<file path="config.mk">
export PLATFORM = sky130hd
export DESIGN_NAME = bit_serializer_flat
export DESIGN_NICKNAME = d
export VERILOG_FILES = /design/src/rtl/bit_serializer_if.sv /design/src/rtl/bit_serializer.sv /design/src/flat_wrapper.sv
export SDC_FILE = /design/constraint.sdc
export NUM_CORES = 1
export LEC_CHECK = 0
export BUFFER_PORTS_ARGS = -buffer_cell sky130_fd_sc_hd__buf_2
export CAP_MARGIN = 5
export CORE_MARGIN = 5
export CORE_UTILIZATION = 41
export CTS_CLUSTER_SIZE = 20
export DETAILED_ROUTE_END_ITERATION = 12
export GPL_TIMING_DRIVEN = 0
export PLACE_DENSITY_LB_ADDON = 0.25
export SLEW_MARGIN = 20
export SYNTH_ARGS = -nofsm -noshare
export SYNTH_HDL_FRONTEND = slang
export SYNTH_SLANG_ARGS = --single-unit
</file>
<file path="constraint.sdc">
create_clock -name clk -period 4 [get_ports clk]
set_input_delay 0 -clock clk [delete_from_list [all_inputs] [get_ports clk]]
set_output_delay 0 -clock clk [all_outputs]
set_load 0.005 [all_outputs]
</file>
<file path="src/rtl/bit_serializer_if.sv">
`default_nettype none
// ----------------------------------------------------------------------------
// bit_serializer_if : parallel handshake in, serial stream out
// Revision: 1.0
// ----------------------------------------------------------------------------
interface bit_serializer_if #(
    parameter int WIDTH = 8
);
    logic [WIDTH-1:0] data_in;
    logic             data_valid;
    logic             data_ready;
    logic             ser_out;
    logic             ser_valid;
    logic             frame_start;
    logic             frame_end;
    logic             busy;

    modport master (
        output data_in,
        output data_valid,
        input  data_ready,
        input  ser_out,
        input  ser_valid,
        input  frame_start,
        input  frame_end,
        input  busy
    );

    modport slave (
        input  data_in,
        input  data_valid,
        output data_ready,
        output ser_out,
        output ser_valid,
        output frame_start,
        output frame_end,
        output busy
    );
endinterface
`default_nettype wire

</file>
<file path="src/rtl/bit_serializer.sv">
`default_nettype none
// ----------------------------------------------------------------------------
// bit_serializer : WIDTH-bit words in, one bit per clk out, one-word buffer
// Revision: 1.0
// ----------------------------------------------------------------------------
module bit_serializer #(
    parameter int WIDTH     = 8,
    parameter bit MSB_FIRST = 1'b1,
    parameter bit IDLE_BIT  = 1'b0
) (
    input  wire logic        clk,
    input  wire logic        rst_n,
    bit_serializer_if.slave  bus
);
    localparam int                CNT_W    = (WIDTH > 1) ? $clog2(WIDTH) : 1;
    localparam logic [CNT_W-1:0]  CNT_LAST = CNT_W'(WIDTH - 1);
    localparam logic [0:0]        ST_IDLE  = 1'b0;
    localparam logic [0:0]        ST_SHIFT = 1'b1;

    logic [0:0]       state_q, state_d;
    logic [WIDTH-1:0] buf_data_q, buf_data_d;
    logic             buf_full_q, buf_full_d;
    logic [WIDTH-1:0] shreg_q, shreg_d;
    logic [CNT_W-1:0] cnt_q, cnt_d;

    logic             ser_out_q, ser_out_d;
    logic             ser_valid_q, ser_valid_d;
    logic             frame_start_q, frame_start_d;
    logic             frame_end_q, frame_end_d;
    logic             busy_q, busy_d;

    logic             accept;
    logic             load;
    logic             last_bit;
    logic [WIDTH-1:0] shreg_shifted;
    logic             head_d;

    // Output end of the shift register depends on bit order
    if (MSB_FIRST) begin : g_msb_first
        assign shreg_shifted = {shreg_q[WIDTH-2:0], 1'b0};
        assign head_d        = shreg_d[WIDTH-1];
    end else begin : g_lsb_first
        assign shreg_shifted = {1'b0, shreg_q[WIDTH-1:1]};
        assign head_d        = shreg_d[0];
    end

    assign accept   = bus.data_valid && !buf_full_q;
    assign last_bit = (cnt_q == CNT_LAST);
    assign load     = buf_full_q && ((state_q == ST_IDLE) || last_bit);

    always_ff @(posedge clk or negedge rst_n) begin
        if (!rst_n) begin
            state_q       <= ST_IDLE;
            buf_data_q    <= '0;
            buf_full_q    <= 1'b0;
            shreg_q       <= '0;
            cnt_q         <= '0;
            ser_out_q     <= IDLE_BIT;
            ser_valid_q   <= 1'b0;
            frame_start_q <= 1'b0;
            frame_end_q   <= 1'b0;
            busy_q        <= 1'b0;
        end else begin
            state_q       <= state_d;
            buf_data_q    <= buf_data_d;
            buf_full_q    <= buf_full_d;
            shreg_q       <= shreg_d;
            cnt_q         <= cnt_d;
            ser_out_q     <= ser_out_d;
            ser_valid_q   <= ser_valid_d;
            frame_start_q <= frame_start_d;
            frame_end_q   <= frame_end_d;
            busy_q        <= busy_d;
        end
    end

    // Accept and load are exclusive: accept needs an empty buffer, load a full one
    always_comb begin
        state_d    = state_q;
        buf_data_d = buf_data_q;
        buf_full_d = buf_full_q;
        shreg_d    = shreg_q;
        cnt_d      = cnt_q;

        if (accept) begin
            buf_data_d = bus.data_in;
            buf_full_d = 1'b1;
        end

        if (load) begin
            state_d    = ST_SHIFT;
            shreg_d    = buf_data_q;
            cnt_d      = '0;
            buf_full_d = 1'b0;
        end else if (state_q == ST_SHIFT) begin
            if (last_bit) begin
                state_d = ST_IDLE;
                shreg_d = '0;
                cnt_d   = '0;
            end else begin
                shreg_d = shreg_shifted;
                cnt_d   = cnt_q + 1'b1;
            end
        end
    end

    // Outputs are decoded from next-state values so they register with the state
    always_comb begin
        ser_valid_d   = (state_d == ST_SHIFT);
        ser_out_d     = ser_valid_d ? head_d : IDLE_BIT;
        frame_start_d = ser_valid_d && (cnt_d == '0);
        frame_end_d   = ser_valid_d && (cnt_d == CNT_LAST);
        busy_d        = ser_valid_d || buf_full_d;
    end

    assign bus.data_ready  = !buf_full_q;
    assign bus.ser_out     = ser_out_q;
    assign bus.ser_valid   = ser_valid_q;
    assign bus.frame_start = frame_start_q;
    assign bus.frame_end   = frame_end_q;
    assign bus.busy        = busy_q;

endmodule
`default_nettype wire

</file>
<file path="src/flat_wrapper.sv">
// flat-port wrapper written by rule: the top's interface ports become plain ports
module bit_serializer_flat 
#(
    parameter int WIDTH     = 8,
    parameter bit MSB_FIRST = 1'b1,
    parameter bit IDLE_BIT  = 1'b0
)
  (clk, rst_n, bus_data_in, bus_data_valid, bus_data_ready, bus_ser_out, bus_ser_valid, bus_frame_start, bus_frame_end, bus_busy);
  bit_serializer_if #(.WIDTH(WIDTH)) bus_i ();
  input  wire logic clk;
  input  wire logic rst_n;
  input wire logic [$bits(bus_i.data_in)-1:0] bus_data_in;
  input wire logic [$bits(bus_i.data_valid)-1:0] bus_data_valid;
  output wire logic [$bits(bus_i.data_ready)-1:0] bus_data_ready;
  output wire logic [$bits(bus_i.ser_out)-1:0] bus_ser_out;
  output wire logic [$bits(bus_i.ser_valid)-1:0] bus_ser_valid;
  output wire logic [$bits(bus_i.frame_start)-1:0] bus_frame_start;
  output wire logic [$bits(bus_i.frame_end)-1:0] bus_frame_end;
  output wire logic [$bits(bus_i.busy)-1:0] bus_busy;
  assign bus_i.data_in = bus_data_in;
  assign bus_i.data_valid = bus_data_valid;
  assign bus_data_ready = bus_i.data_ready;
  assign bus_ser_out = bus_i.ser_out;
  assign bus_ser_valid = bus_i.ser_valid;
  assign bus_frame_start = bus_i.frame_start;
  assign bus_frame_end = bus_i.frame_end;
  assign bus_busy = bus_i.busy;
  bit_serializer #(.WIDTH(WIDTH), .MSB_FIRST(MSB_FIRST), .IDLE_BIT(IDLE_BIT)) u_core (.clk(clk), .rst_n(rst_n), .bus(bus_i));
endmodule
</file>
# Word-level counts from Yosys, hierarchy flattened
# Cells that the tools add are included.
# Widths: inputs -> output; s select.
[word_totals]
in_bits = 11
output_inout_bits = 6
regBits = 25
[classes]
n_addsub = 1
reduce_logical = 9
n_mux = 12
n_eq_ne = 2
bitwise = 1
[ops]
columns = ["cell", "count"]
rows = [
  ["$mux 8", 3],
  ["$mux 3", 3],
  ["$eq 3x3->1 const B", 2],
  ["$mux 1", 6],
  ["$logic_and 1x1->1", 4],
  ["$add 3x1->3 const B", 1],
  ["$logic_not 3->1", 1],
  ["$logic_or 1x1->1", 2],
  ["$reduce_bool 2->1", 1],
  ["$logic_not 1->1", 1],
  ["$not 1->1", 1],
]

# Logic depth before layout (Yosys ltp)
[logic_depth]
ltp_word = 6
ltp_mapped = 6
ltp_nobuf = 5

# Worst setup path after synthesis
# OpenSTA, ideal clock, no wires.
[synth_path]
path_type = "register -> register"
from = "register u_core.cnt_q[0]"
to = "register u_core.shreg_q[1]"
path_slack_ps = 2604
t_arrival_ps = 1269
path_stages_with_launch = 7
required_time_ps = 3873
n_path_buf = 1
setup_ps = 127
cell_sequence = "dfrtp_1 -> ha_1 -> ha_1 -> and2_4 -> buf_6 -> a22oi_1 -> o21ai_1"
[synth_between]
elab_chain_cells = 4
[synth_lines]
columns = ["element", "line", "rtl"]
rows = [
  ["start: declaration", "bit_serializer.sv:24", "logic [CNT_W-1:0] cnt_q, cnt_d;"],
  ["start signal: assignment", "bit_serializer.sv:68", "cnt_q <= cnt_d;"],
  ["$eq 3x3->1 (*)", "bit_serializer.sv:48", "assign last_bit = (cnt_q == CNT_LAST);"],
  ["$mux 8 / $logic_or 1x1->1 (equally long branches)", "bit_serializer.sv:96, bit_serializer.sv:49", ""],
  ["$mux 8 / $logic_and 1x1->1 (equally long branches)", "bit_serializer.sv:95, bit_serializer.sv:49", ""],
  ["$mux 8 / $reduce_bool 2->1 (equally long branches)", "--", ""],
  ["end signal: assignment", "bit_serializer.sv:67", "shreg_q <= shreg_d;"],
  ["end: declaration", "bit_serializer.sv:23", "logic [WIDTH-1:0] shreg_q, shreg_d;"],
]
# Mark *: on every way between the ends. The rest lies on a longest branch, timed or not. The select of a mux whose other input is x is not followed.
# A chain may end at the register's enable or synchronous reset.

# Worst setup path in the final report
[layout_path]
from = "register u_core.cnt_q[0]"
to = "register u_core.frame_end_q, in the netlist u_core.bus.frame_end"
[layout_between]
elab_chain_cells = 6
[layout_lines]
columns = ["element", "line", "rtl"]
rows = [
  ["$add 3x1->3 / $eq 3x3->1 (equally long branches)", "bit_serializer.sv:102, bit_serializer.sv:48", ""],
  ["$mux 3 / $logic_or 1x1->1 (equally long branches)", "bit_serializer.sv:96, bit_serializer.sv:49", ""],
  ["$mux 3 / $logic_and 1x1->1 (equally long branches)", "bit_serializer.sv:95, bit_serializer.sv:49", ""],
  ["$mux 3", "bit_serializer.sv:90", "if (load) begin"],
  ["$eq 3x3->1", "bit_serializer.sv:112", "frame_end_d = ser_valid_d && (cnt_d == CNT_LAST);"],
  ["$logic_and 1x1->1 (*)", "bit_serializer.sv:112", ""],
  ["via u_core.frame_end_d", "bit_serializer.sv:29", "logic frame_end_q, frame_end_d;"],
  ["end signal: assignment", "bit_serializer.sv:72", "frame_end_q <= frame_end_d;"],
  ["end: declaration", "bit_serializer.sv:29", ""],
]
# Mark *: on every way through the listed nets, which the timed path passes. The rest lies on a longest branch.

==> flow_summary.ini <==
[final_layout]
area_growth_pct = 24.0
fin_cells = 141
final_nets = 125
fin_util_pct = 52.9
most-common-layout-cells = dfrtp_1, buf_2, dlygate4sd3_1
drive_gt1_share_pct = 35.1
layout_commonest_cell = dfrtp_1
num_antenna_cells = 0

[timing]
relSlewSlack_pct = 64.3
rsz0062_at_grt = no
fin_crit_sh_pct = 37.6
finalSetupViolations = 0
finalCriticalPeriod_ns = 1.51
fmax_mhz = 664
fin_tns_setup_ns = 0
skew_ns = 0.00243
slew_viol_final = 0
fin_hold_ws_ns = 0.192
hold_violations = 0
worst_pin_slew_ns = 0.536

[worst_setup_path]
r2r_slack_ns = 2.49
critPathRequiredTime_ns = 4.25
path_class = flip-flop to flip-flop
worstRegToRegCells = 6
end_kind = flip-flop
r2r_end = u_core.bus.frame_end
cp_max_fo = 10
start_kind = flip-flop
cp.arrival_ns = 1.75
crit_end = u_core.bus.frame_end
r2r-start = u_core.cnt_q[0]
crit_start = u_core.cnt_q[0]

[floorplan]
core_area_mm2 = 0.00248
fp.dieH_um = 60.8
die_w_um = 60.8
rows = 18
start_util_pct = 42.7
die_area_mm2 = 0.00369
pin_count = 17

[routing]
ant_nets = 0
drt-total-wl_um = 1840
drc_errors = 0
drtIter0Drc = 12
vias_per_cell = 5.08
wl_per_cell_um = 13.0
dr.pass1.iters = 4
num_vias = 716

[global_route]
grt_pass1_vias = 758
antenna_found_initial = 0
grt-ovfl-total = 0
grt_usage_pct = 11.5
grt_max_degree = 25
grt_first_pass_wirelength_um = 3190

[yosys]
ys.warnings.count = 0
yosysTopAreaCellShare_pct = 56.8
ys_ff_latch = 24
synth_top_cell_by_area = dfrtp_1
synthAdderAreaFrac_pct = 2.37
synth.area.top_cells = dfrtp_1, mux2_2, mux2i_1
synth_top_family_by_area = multiplexers
syn_nets = 94
synthXorXnorAreaFrac_pct = 0
synth-compound-area-share_pct = 10.7
synthCells = 81
muxShareOfSynthArea_pct = 17.2
ys_types = 21
syn_avg_cell_area_um2 = 13.1
synth.cell_area_mm2 = 0.00106
synthSimpleGateAreaFrac_pct = 7.22
seq_area_frac_synth_pct = 56.8

[outcome]
status = completed

[placement]
dp_hpwl_um = 1250
dp_cells = 127
gp_congestion = 0.674
io_buffer_count = 16

[clock_network]
post_cts_buffers = 0
cts.sinks = 24
clk_latency_ns = 0.30
cts_tree = built
ctsRootBufferMaster = clkbuf_4
clock_tree.buffer_depth = 2
path_clk_slew_ns = 0.13
h-tree-depth = 1
post_cts_resized = 0
cts_buffers = 3

[power]
powerDensity_mw_per_mm2 = 693
max-vdd-ir-drop_v = 0.000354
total_power_w = 0.000908
p_leak_nw = 0.623

[run]
cap_violations = 0

[hold_path]
hold_class = input pin to async pin
[what timing repair did]
action	in CTS	in global routing
endpoints found under the hold margin	33	0
endpoints found under the setup margin	0	0
hold buffers	10	0
[layout make-up]
class | instances | area, um2
repair buffers | 26 | 180
inverters | 1 | 3.75
fillers | 229 | 1170
flip-flops and latches | 24 | 601
multi-input cells | 50 | 395
clock buffers | 4 | 36.3
plain buffers | 6 | 57.6
well taps | 30 | 37.5
[layer usage]
| layer | wire length (um) | vias to the layer above | track usage, % |
|---|---|---|---|
| met5 | 0 | - | 0 |
| met2 | 879 | 14 | 20.5 |
| met3 | 102 | 2 | 1.91 |
| met4 | 13 | 0 | 4.64 |
| met1 | 842 | 350 | 13.7 |
| li1 | - | 350 | - |
[state kept, by name, indices dropped and copies added (netlist names)]
name	cells
u_core.shreg_q	7
u_core.buf_data_q	8
u_core.bus.ser_out	1
u_core.state_q	1
u_core.buf_full_q	1
u_core.bus.busy	1
u_core.bus.frame_start	1
u_core.bus.frame_end	1
u_core.cnt_q	3
[how the worst min path moves through the flow]
stage / startpoint / slack (ns) / to / cells after the start
2_1_floorplan: rst_n / -0.30 / u_core.buf_data_q[0] / 0
3_3_place_gp: rst_n / 0.01 / u_core.buf_data_q[7] / 1
3_5_place_dp: rst_n / 0.01 / u_core.bus.ser_out / 1
4_1_cts: rst_n / 0.20 / u_core.bus.ser_out / 2
5_1_grt: rst_n / 0.22 / u_core.bus.ser_out / 2
6_report: rst_n / 0.19 / u_core.buf_data_q[7] / 2
[logic make-up after synthesis]
family	count (synthesis)
simple gates	14
fa+ha+maj	2
compound gates	17
mux	17
buf+inv	7
flops	24
[through the flow]
step                setup slack [ns]  area (um2)
finish                          2.49        1310
CTS                             2.48        1310
floorplan                       2.60        1060
global route                    2.35        1310
detailed placement              2.51        1170
global placement                2.51        1170
[cells in the mapped netlist]
cell,count
dfrtp_1,24
mux2_2,9
mux2i_1,8
a22oi_1,6
o21ai_1,6
buf_6,4
nand2_1,4
nor2_1,3
a32o_1,2
ha_1,2
nor2b_2,2
o21ai_0,2
a21o_1,1
and2_4,1
buf_2,1
buf_4,1
inv_1,1
nand3_1,1
nor2b_1,1
or2_2,1
or3_1,1
[report_power, final]
| group | total, W | internal (W) | switching (W) |
|---|---|---|---|
| clock | 0.000125 | 0.0000555 | 0.0000694 |
| combinational | 0.000383 | 0.000213 | 0.000170 |
| sequential | 0.000400 | 0.000342 | 0.0000583 |
[worst max-delay path: stages (launching register included)]
cell and delay [ns]:
dfrtp_1 0.43, ha_1 0.21, ha_1 0.21, nor2b_2 0.21, buf_4 0.21, nand3_1 0.09, nor2_1 0.09
Note: power is estimated with default switching activity, not from simulation.
